**src/rtl/uart_pkg.sv**
```systemverilog
// Shared UART definitions: FSM state encoding, frame constants and the
// bit-time helper used by both the transmitter and the receiver.
package uart_pkg;

    localparam int unsigned DATA_BITS = 8;

    typedef enum logic [2:0] {
        ST_IDLE            = 3'd0,
        ST_START_BIT       = 3'd1,
        ST_DATA_BITS       = 3'd2,
        ST_STOP_BIT        = 3'd3,
        ST_WAIT_FOR_GO_LOW = 3'd4
    } state_e;

    // Clock cycles per line bit (integer division).
    function automatic int unsigned bit_time(input int unsigned clk_hz,
                                             input int unsigned baud);
        return clk_hz / baud;
    endfunction

endpackage : uart_pkg

```
**src/rtl/uart_tx.sv**
```systemverilog
// UART transmitter: sends one byte per go/done handshake as 8N1 or 8N2.
// Ports:
//   clk   - system clock, rising edge
//   rst   - asynchronous active-high reset
//   data  - byte to send, captured when go is accepted in Idle
//   go    - raise to start a frame, drop to acknowledge done
//   tx    - serial line, idles high
//   busy  - high while the frame is on the line
//   done  - high once the stop bits have completed, held until go drops
module uart_tx
    import uart_pkg::*;
#(
    parameter int unsigned ClockFrequencyHz = 66_000_000,
    parameter int unsigned BaudRate         = 9600,
    parameter int unsigned StopBits         = 1
) (
    input  logic                 clk,
    input  logic                 rst,
    input  logic [DATA_BITS-1:0] data,
    input  logic                 go,
    output logic                 tx,
    output logic                 busy,
    output logic                 done
);

    localparam int unsigned BIT_TIME = bit_time(ClockFrequencyHz, BaudRate);
    // The counter also holds BIT_TIME (start-bit lead-in) and the full stop period.
    localparam int unsigned CNT_MAX  = StopBits * BIT_TIME;
    localparam int unsigned CNT_W    = ($clog2(CNT_MAX + 1) < 1) ? 1 : $clog2(CNT_MAX + 1);
    localparam int unsigned IDX_W    = $clog2(DATA_BITS);

    if (BIT_TIME < 1) begin : g_bad_bit_time
        $error("uart_tx: ClockFrequencyHz / BaudRate must be at least 1");
    end
    if (StopBits != 1 && StopBits != 2) begin : g_bad_stop_bits
        $error("uart_tx: StopBits must be 1 or 2");
    end

    state_e               r_state, w_state_nxt;
    logic                 r_tx, w_tx_nxt;
    logic                 r_busy, w_busy_nxt;
    logic                 r_done, w_done_nxt;
    logic [CNT_W-1:0]     r_cnt, w_cnt_nxt;
    logic [IDX_W-1:0]     r_idx, w_idx_nxt;
    logic [DATA_BITS-1:0] r_shift, w_shift_nxt;

    // State and datapath registers.
    always_ff @(posedge clk or posedge rst) begin
        if (rst) begin
            r_state <= ST_IDLE;
            r_tx    <= 1'b1;
            r_busy  <= 1'b0;
            r_done  <= 1'b0;
            r_cnt   <= '0;
            r_idx   <= '0;
            r_shift <= '0;
        end else begin
            r_state <= w_state_nxt;
            r_tx    <= w_tx_nxt;
            r_busy  <= w_busy_nxt;
            r_done  <= w_done_nxt;
            r_cnt   <= w_cnt_nxt;
            r_idx   <= w_idx_nxt;
            r_shift <= w_shift_nxt;
        end
    end

    // Next-state and next-output logic.
    always_comb begin
        w_state_nxt = r_state;
        w_tx_nxt    = r_tx;
        w_busy_nxt  = r_busy;
        w_done_nxt  = r_done;
        w_cnt_nxt   = r_cnt;
        w_idx_nxt   = r_idx;
        w_shift_nxt = r_shift;

        unique case (r_state)
            ST_IDLE: begin
                w_tx_nxt = 1'b1;
                if (go) begin
                    w_shift_nxt = data;
                    // One extra count so the line falls on the following edge.
                    w_cnt_nxt   = CNT_W'(BIT_TIME);
                    w_state_nxt = ST_START_BIT;
                end
            end
            ST_START_BIT: begin
                if (r_cnt == CNT_W'(BIT_TIME)) begin
                    w_tx_nxt   = 1'b0;
                    w_busy_nxt = 1'b1;
                    w_cnt_nxt  = r_cnt - CNT_W'(1);
                end else if (r_cnt == '0) begin
                    w_tx_nxt    = r_shift[0];
                    w_cnt_nxt   = CNT_W'(BIT_TIME - 1);
                    w_idx_nxt   = '0;
                    w_state_nxt = ST_DATA_BITS;
                end else begin
                    w_cnt_nxt = r_cnt - CNT_W'(1);
                end
            end
            ST_DATA_BITS: begin
                if (r_cnt == '0) begin
                    if (r_idx == IDX_W'(DATA_BITS - 1)) begin
                        w_tx_nxt    = 1'b1;
                        w_cnt_nxt   = CNT_W'(StopBits * BIT_TIME - 1);
                        w_state_nxt = ST_STOP_BIT;
                    end else begin
                        w_shift_nxt = r_shift >> 1;
                        w_tx_nxt    = r_shift[1];
                        w_idx_nxt   = r_idx + IDX_W'(1);
                        w_cnt_nxt   = CNT_W'(BIT_TIME - 1);
                    end
                end else begin
                    w_cnt_nxt = r_cnt - CNT_W'(1);
                end
            end
            ST_STOP_BIT: begin
                if (r_cnt == '0) begin
                    w_done_nxt  = 1'b1;
                    w_busy_nxt  = 1'b0;
                    w_state_nxt = ST_WAIT_FOR_GO_LOW;
                end else begin
                    w_cnt_nxt = r_cnt - CNT_W'(1);
                end
            end
            ST_WAIT_FOR_GO_LOW: begin
                w_tx_nxt = 1'b1;
                // go must fall before another frame can start.
                if (!go) begin
                    w_done_nxt  = 1'b0;
                    w_state_nxt = ST_IDLE;
                end
            end
            default: begin
                w_state_nxt = r_state;
            end
        endcase
    end

    assign tx   = r_tx;
    assign busy = r_busy;
    assign done = r_done;

endmodule : uart_tx

```
**config.mk**
```make
export PLATFORM = sky130hd
export DESIGN_NAME = uart_tx
export DESIGN_NICKNAME = d
export VERILOG_FILES = /design/src/rtl/uart_pkg.sv /design/src/rtl/uart_tx.sv
export SDC_FILE = /design/constraint.sdc
export NUM_CORES = 1
export LEC_CHECK = 0
export ABC_CLOCK_PERIOD_IN_PS = 5100
export CAP_MARGIN = 40
export CORE_ASPECT_RATIO = 1.25
export CORE_MARGIN = 2
export CORE_UTILIZATION = 40
export DETAILED_ROUTE_END_ITERATION = 16
export SLEW_MARGIN = 20
export SYNTH_ARGS = -nofsm -noshare
export SYNTH_HDL_FRONTEND = slang
export SYNTH_SLANG_ARGS = --single-unit
```
**constraint.sdc**
```tcl
create_clock -name clk -period 5.1 [get_ports clk]
set_clock_uncertainty 0.05 [all_clocks]
set_input_delay 1.02 -clock clk [delete_from_list [all_inputs] [get_ports clk]]
set_output_delay 1.02 -clock clk [all_outputs]
set_load 0.02 [all_outputs]
```
==> impl_metrics.csv, run 1 <==
group,metric,value,unit
worst_setup_path,reg2reg_depth,7,
sta,layout_setup_ws,2.61,ns
min_path,hp-class,"reg2reg",
clock_network,htreeDepth,2,
grt,overflow,0,
clock_network,cts.sinks,30,
cells_and_area,stdcell_count,250,
placement,gp_congestion,0.814,
synthesis,ys_ff_latch,30,
clock_network,root_buffer,"clkbuf_8",
sta,min_period,2.49,ns
pwr,p_leak,0.901,nW
floorplan,ios,14,
synthesis,netlist_instances,177,
synthesis,synthTopCellsByCount,"dfrtp_1 (29), nor2_1 (19), a21oi_1 (12), mux2_2 (9), o21ai_0 (9)",
synthesis,yosys.area.top_type,"dfrtp_1",
clock_network,cts_buffers,5,
detailed_routing,ant_nets,0,
floorplan,core-area,0.00439,sq mm
sta,maxSlewViolCount,0,
synthesis,syn_area_per_cell,10.3,sq um
clock_network,cts_tree,"done",
sta,hold_violations,0,
cells_and_area,fillers,424,
synthesis,synthTopCellsByArea,"dfrtp_1 (40%), mux2_4 (5.7%), mux2_2 (5.5%), nor2_1 (3.9%), ha_1 (3.4%)",
grt,grt_first_pass_wirelength,7.29,mm
sta,worst_pin_slew,0.513,ns
clock_network,hold_buffers,0,
worst_setup_path,worst_ep_arrival_time,1.42,ns
placement,dp_slack,2.49,ns
synthesis,ys_seq_area_share,41.1,%
worst_setup_path,cpMaxStageDelayCell,"clkdlybuf4s50_1",
clock_network,cts_buffer_depth,2,
sta,fin_hold_ws,0.448,ns
grt,antenna_found_initial,0,
cells_and_area,antenna_cells,0,
sta,fmax,0.402,GHz
sta,report.final.setup_viol,0,
grt,grt_usage,18.3,%
worst_setup_path,worst_setup_path_end_kind,"output port",
detailed_routing,drt_first_pass_iters,4,
sta,rsz0062_at_grt,"no",
floorplan,die_x,64.5,um
flow_run,maxCapViolCount,0,
worst_setup_path,crit_fanout,2,
placement,placedCellCount,242,
floorplan,num_rows,27,
floorplan,start_util,41.7,%
detailed_routing,wl_per_cell,16.5,um
sta,slew_headroom,65.5,%
grt,grt_pass1_vias,1539,
detailed_routing,drcViolationCount,0,
cells_and_area,drive_gt1_share,18.2,%
pwr,p_total,0.000775,W
floorplan,die_area,0.00513,sq mm
synthesis,syn-num-nets,193,
worst_setup_path,reg2reg_to,"tx$_DFFE_PP1P_",
placement,hpwl,2.90,mm
cells_and_area,fin_nets,207,
clock_network,cts_repair_resize_count,0,
worst_setup_path,worstPathBufferInverterCount,1,
clock_network,insertion_delay,0.28,ns
worst_setup_path,reg2reg_slack,2.70,ns
worst_setup_path,crit_required,4.03,ns
detailed_routing,drt_iter0_drc,112,
synthesis,synth.distinct_cells,53,
synthesis,ys_warn_count,0,
sta,fin_crit_sh,48.8,%
worst_setup_path,critPathKind,"reg2out",
worst_setup_path,cp-start-kind,"flop",
cells_and_area,area_growth,14.8,%
clock_network,clk_pin_slew,0.07,ns
synthesis,synth_ff_type,"dfrtp_1",
synthesis,synthArstFlopShare,100,%
worst_setup_path,crit_path_start,"tx$_DFFE_PP1P_",
floorplan,die_h,79.6,um
min_path,min_path_cells,1,
grt,grt_max_degree,31,
clock_network,post_cts_buffers,0,
placement,port_buffers,13,
worst_setup_path,cp_num_cells,1,
worst_setup_path,slowest_delay,0.61,ns
pwr,p_per_area,369,mW/mm^2
synthesis,synth-edff-count,0,
run_status,status,"completed",
worst_setup_path,critPathTopFamily,"buffers and inverters",
worst_setup_path,r2r-start,"r_cnt[0]$_DFFE_PP0P_",
detailed_routing,drt_wl_total,4.13,mm
worst_setup_path,cp_cell_sequence,"clkdlybuf4s50_1",
synthesis,synth_top_area_share,39.7,%
detailed_routing,vias_per_cell,5.88,
sta,setup_tns,0,ns
pwr,ir_drop,0.000140,V
synthesis,synth_most_common_cell,"dfrtp_1",
synthesis,netlist_area,0.00183,sq mm
worst_setup_path,worstSetupEndpoint,"tx",
detailed_routing,num_vias,1470,
-- final cells by class --
type                    count  area (sq um)  area share (%)
flip-flops and latches     30           752            35.8
clock inverters             1          5.00           0.238
inverters                   7          26.3            1.25
clock buffers               7          86.3            4.11
multi-input cells         133          1020            48.6
repair buffers             14           138            6.56
well taps                  58          72.6            3.46
-- per-stage QoR --
step	cell area, sq um	utilization, %
after floorplan	1830	-
after global placement	2010	45.7
after detailed placement	2010	45.7
after CTS	2100	47.8
after global routing	2100	47.8
final	2100	47.8
-- worst register-to-register path, delay by kind of cell (launching register included) --
family	cells	cell delay (ns)
AO/OA/AOI/OAI	2	0.31
adder cells (fa/ha/maj)	1	0.17
buffers and inverters	1	0.13
flip-flops	1	0.49
multiplexers	1	0.36
AND/OR/NAND/NOR	2	0.83
-- where the power goes --
group	internal, W	total [W]	leakage (nW)	switching, W
Clock	0.000109	0.000199	0.0482	0.0000901
Sequential	0.000292	0.000378	0.359	0.0000854
Combinational	0.000103	0.000198	0.494	0.0000955
-- cells in the final DEF, fill, tap and decap left out, drive strengths merged, types with 2 or more instances in the layout --
cell and instances:
a21o 2, a21oi 12, a22o 3, a31oi 4, a41o 2, a41oi 3
and4b 2, clkbuf 7, clkdlybuf4s50 13, dfrtp 29, ha 5, inv 7
mux2 16, nand2 8, nand3 6, nand4 3, nor2 19, nor3 7
nor4 2, o21a 2, o21ai 10, o22ai 3, o31ai 4, o41ai 2
-- kinds of logic after synthesis --
family / Yosys count / synth area share (%)
AND/OR/NAND/NOR: 55 / 18.1
flip-flops: 30 / 41.1
XOR/XNOR: 1 / 0.479
adder cells (fa/ha/maj): 5 / 3.42
AO/OA/AOI/OAI: 56 / 22.4
buffers and inverters: 14 / 3.15
multiplexers: 16 / 11.3
-- routing by layer --
layer	routed length, um	track usage (%)
met4	42	7.02
met1	1710	21.9
met5	0	0
met2	2200	31.8
met3	184	4.09
-- flip-flops by register name (all words and copies together), names as in the netlist --
| signal | cells |
|---|---|
| r_idx | 3 |
| done | 1 |
| r_shift | 8 |
| r_state | 3 |
| busy | 1 |
| tx | 1 |
| r_cnt | 13 |
-- how the worst min path moves through the flow --
stage / endpoint / startpoint / slack [ns]
2_1_floorplan: r_shift[7]$_DFFE_PP0P_ / r_shift[7]$_DFFE_PP0P_ / 0.41
3_3_place_gp: r_shift[7]$_DFFE_PP0P_ / r_shift[7]$_DFFE_PP0P_ / 0.42
3_5_place_dp: r_shift[7]$_DFFE_PP0P_ / r_shift[7]$_DFFE_PP0P_ / 0.43
4_1_cts: r_shift[7]$_DFFE_PP0P_ / r_shift[7]$_DFFE_PP0P_ / 0.45
5_1_grt: r_shift[7]$_DFFE_PP0P_ / r_shift[7]$_DFFE_PP0P_ / 0.48
6_report: r_shift[7]$_DFFE_PP0P_ / r_shift[7]$_DFFE_PP0P_ / 0.45
(Power assumes the default switching activity.)
==> run 2: changes to the inputs <==
ABC_CLOCK_PERIOD_IN_PS = 2300   (was 5100)
clock period = 2.3 ns   (was 5.1 ns; I/O delays follow)
==> impl_metrics.csv, run 2 (synthesized netlist as in run 1, its figures left out) <==
group,metric,value,unit
clock_network,root_buffer,"clkbuf_8",
min_path,min_path_cells,1,
grt,met1_usage,22.7,%
pwr,ir_drop,0.000437,V
worst_setup_path,crit_fanout,10,
cells_and_area,area_growth,18.9,%
worst_setup_path,critPathKind,"reg2reg",
worst_setup_path,crit_required,2.41,ns
worst_setup_path,crit_top_cell,"o21ai_0",
grt,overflow,0,
placement,place_area,0.00208,sq mm
sta,report.final.setup_viol,0,
pwr,p_leak,0.952,nW
worst_setup_path,cp-start-kind,"flop",
sta,maxSlewViolCount,0,
placement,hpwl,3.02,mm
flow_run,maxCapViolCount,0,
detailed_routing,num_vias,1534,
detailed_routing,wl_per_cell,16.0,um
placement,port_buffers,13,
detailed_routing,drcViolationCount,0,
floorplan,ios,14,
grt,grt_most_used_layer,"met2",
grt,grt_use_met3,3.95,%
min_path,min_from,"r_shift[7]$_DFFE_PP0P_",
worst_setup_path,slowest_delay,0.48,ns
sta,min_period,2.10,ns
worst_setup_path,r2r-start,"r_cnt[1]$_DFFE_PP0P_",
clock_network,hold_buffers,0,
cells_and_area,reg_top3,"r_cnt: 13 flops, r_shift: 8 flops",
sta,fin_crit_sh,91.4,%
sta,hold_violations,0,
detailed_routing,drt_iter0_drc,85,
floorplan,start_util,41.7,%
cells_and_area,largest-register,"r_cnt",
clock_network,clk_pin_slew,0.07,ns
floorplan,die_h,79.6,um
sta,fmax,0.476,GHz
worst_setup_path,cp_cell_sequence,"inv_1 > ha_1 > nor2b_1 > and4_2 > a311o_2 > o21ai_0 > o21ai_0",
worst_setup_path,reg2reg_depth,7,
worst_setup_path,worst_setup_path_end_kind,"flop",
sta,rsz0062_at_grt,"no",
cells_and_area,stdcell_count,260,
sta,slew_headroom,61.2,%
clock_network,cts_buffer_depth,2,
min_path,hold_end,"r_shift[7]$_DFFE_PP0P_",
sta,worst_pin_slew,0.577,ns
placement,dp_slack,0.209,ns
placement,placedCellCount,252,
sta,setup_tns,0,ns
worst_setup_path,reg2reg_to,"r_cnt[2]$_DFFE_PP0P_",
cells_and_area,final_util,49.5,%
floorplan,die_area,0.00513,sq mm
clock_network,htreeDepth,2,
grt,grt_pass1_vias,1552,
worst_setup_path,reg2reg_slack,0.20,ns
cells_and_area,final_common_cell,"dfrtp_1",
cells_and_area,final_cell_mix,"dfrtp_1 (29), nor2_1 (19), clkdlybuf4s50_1 (13)",
sta,layout_setup_ws,0.198,ns
grt,grt_max_degree,31,
worst_setup_path,worstPathBufferInverterCount,1,
floorplan,die_x,64.5,um
grt,grt_first_pass_wirelength,7.42,mm
floorplan,num_rows,27,
detailed_routing,vias_per_cell,5.90,
run_status,status,"completed",
grt,grt_usage,18.5,%
floorplan,core-area,0.00439,sq mm
cells_and_area,drive_gt1_share,22.8,%
detailed_routing,drt_wl_total,4.16,mm
worst_setup_path,critPathTopFamily,"compound AO/OA/AOI/OAI gates",
grt,grtUsageMet2,32.1,%
cells_and_area,fillers,418,
cells_and_area,fin_nets,217,
clock_network,insertion_delay,0.29,ns
placement,gp_congestion,0.912,
detailed_routing,ant_nets,0,
cells_and_area,final_area,0.00218,sq mm
clock_network,cts_buffers,5,
worst_setup_path,crit_path_start,"r_cnt[1]$_DFFE_PP0P_",
clock_network,cts.sinks,30,
detailed_routing,drt_first_pass_iters,4,
worst_setup_path,worst_ep_arrival_time,2.21,ns
min_path,hp-class,"reg2reg",
clock_network,post_cts_buffers,0,
pwr,p_per_area,805,mW/mm^2
grt,antenna_found_initial,0,
cells_and_area,largest_reg_flops,13,
cells_and_area,antenna_cells,0,
worst_setup_path,cpMaxStageDelayCell,"a311o_2",
clock_network,cts_tree,"done",
-- run 2: changes by cell type in the layout (fill, tap and decap cells not counted) --
cell	change
and4_1	-1
and4_2	+1
buf_4	+10
-- run 2: per-stage QoR --
stage	hold WS (ns)	total power (W)
after floorplan	0.409	0.00114
after global placement	0.421	0.00129
final	0.440	0.00175
after detailed placement	0.433	0.00131
after CTS	0.447	0.00176
after global routing	0.460	0.00186
-- run 2: area by class of cell --
class	count	area, sq um	area share, %
clock buffers	7	86.3	3.97
clock inverters	1	5.00	0.230
inverters	7	26.3	1.21
multi-input cells	133	1020	46.9
flip-flops and latches	30	752	34.6
well taps	58	72.6	3.34
repair buffers	24	213	9.78
-- run 2: layer usage --
| layer | part of all wire (%) | up-vias |
|---|---|---|
| met1 | 41 | 758 |
| met4 | 1.4 | 0 |
| met5 | 0 | - |
| li1 | - | 724 |
| met2 | 53 | 45 |
| met3 | 4.0 | 7 |
-- run 2: worst reg2reg max path: cells and delay by family (launching register included) --
family,cells,cell delay [ns]
and+or+nand+nor,2,0.45
AOI/OAI and AO/OA,3,0.75
buffers and inverters,1,0.10
adders and majority gates,1,0.19
DFF,1,0.42
-- run 2: power breakdown --
part | switching (W) | leakage (nW) | internal (W)
clock | 0.000204 | 0.0482 | 0.000241
sequential | 0.000153 | 0.359 | 0.000649
combinational | 0.000246 | 0.545 | 0.000259
-- run 2: worst max path at each step --
| stage | endpoint | cells after the start |
|---|---|---|
| after detailed placement | r_cnt[2]$_DFFE_PP0P_ | 7 |
| after CTS | r_cnt[2]$_DFFE_PP0P_ | 7 |
| after floorplan | r_cnt[8]$_DFFE_PP0P_ | 9 |
| after global placement | r_cnt[8]$_DFFE_PP0P_ | 7 |
| final | r_cnt[2]$_DFFE_PP0P_ | 7 |
| after global routing | r_cnt[5]$_DFFE_PP0P_ | 7 |
-- run 2: repair_timing --
| action | CTS | global route |
|---|---|---|
| gates resized for setup | 0 | 1 |
| setup endpoints to repair | 0 | 1 |
| hold endpoints to repair | 0 | 0 |
==> run 3: changes to the inputs <==
GPL_ROUTABILITY_DRIVEN = 0   (was not set)
==> results of run 3 <==
Same layout as run 2: the final DEF is identical, and so are final timing and power.
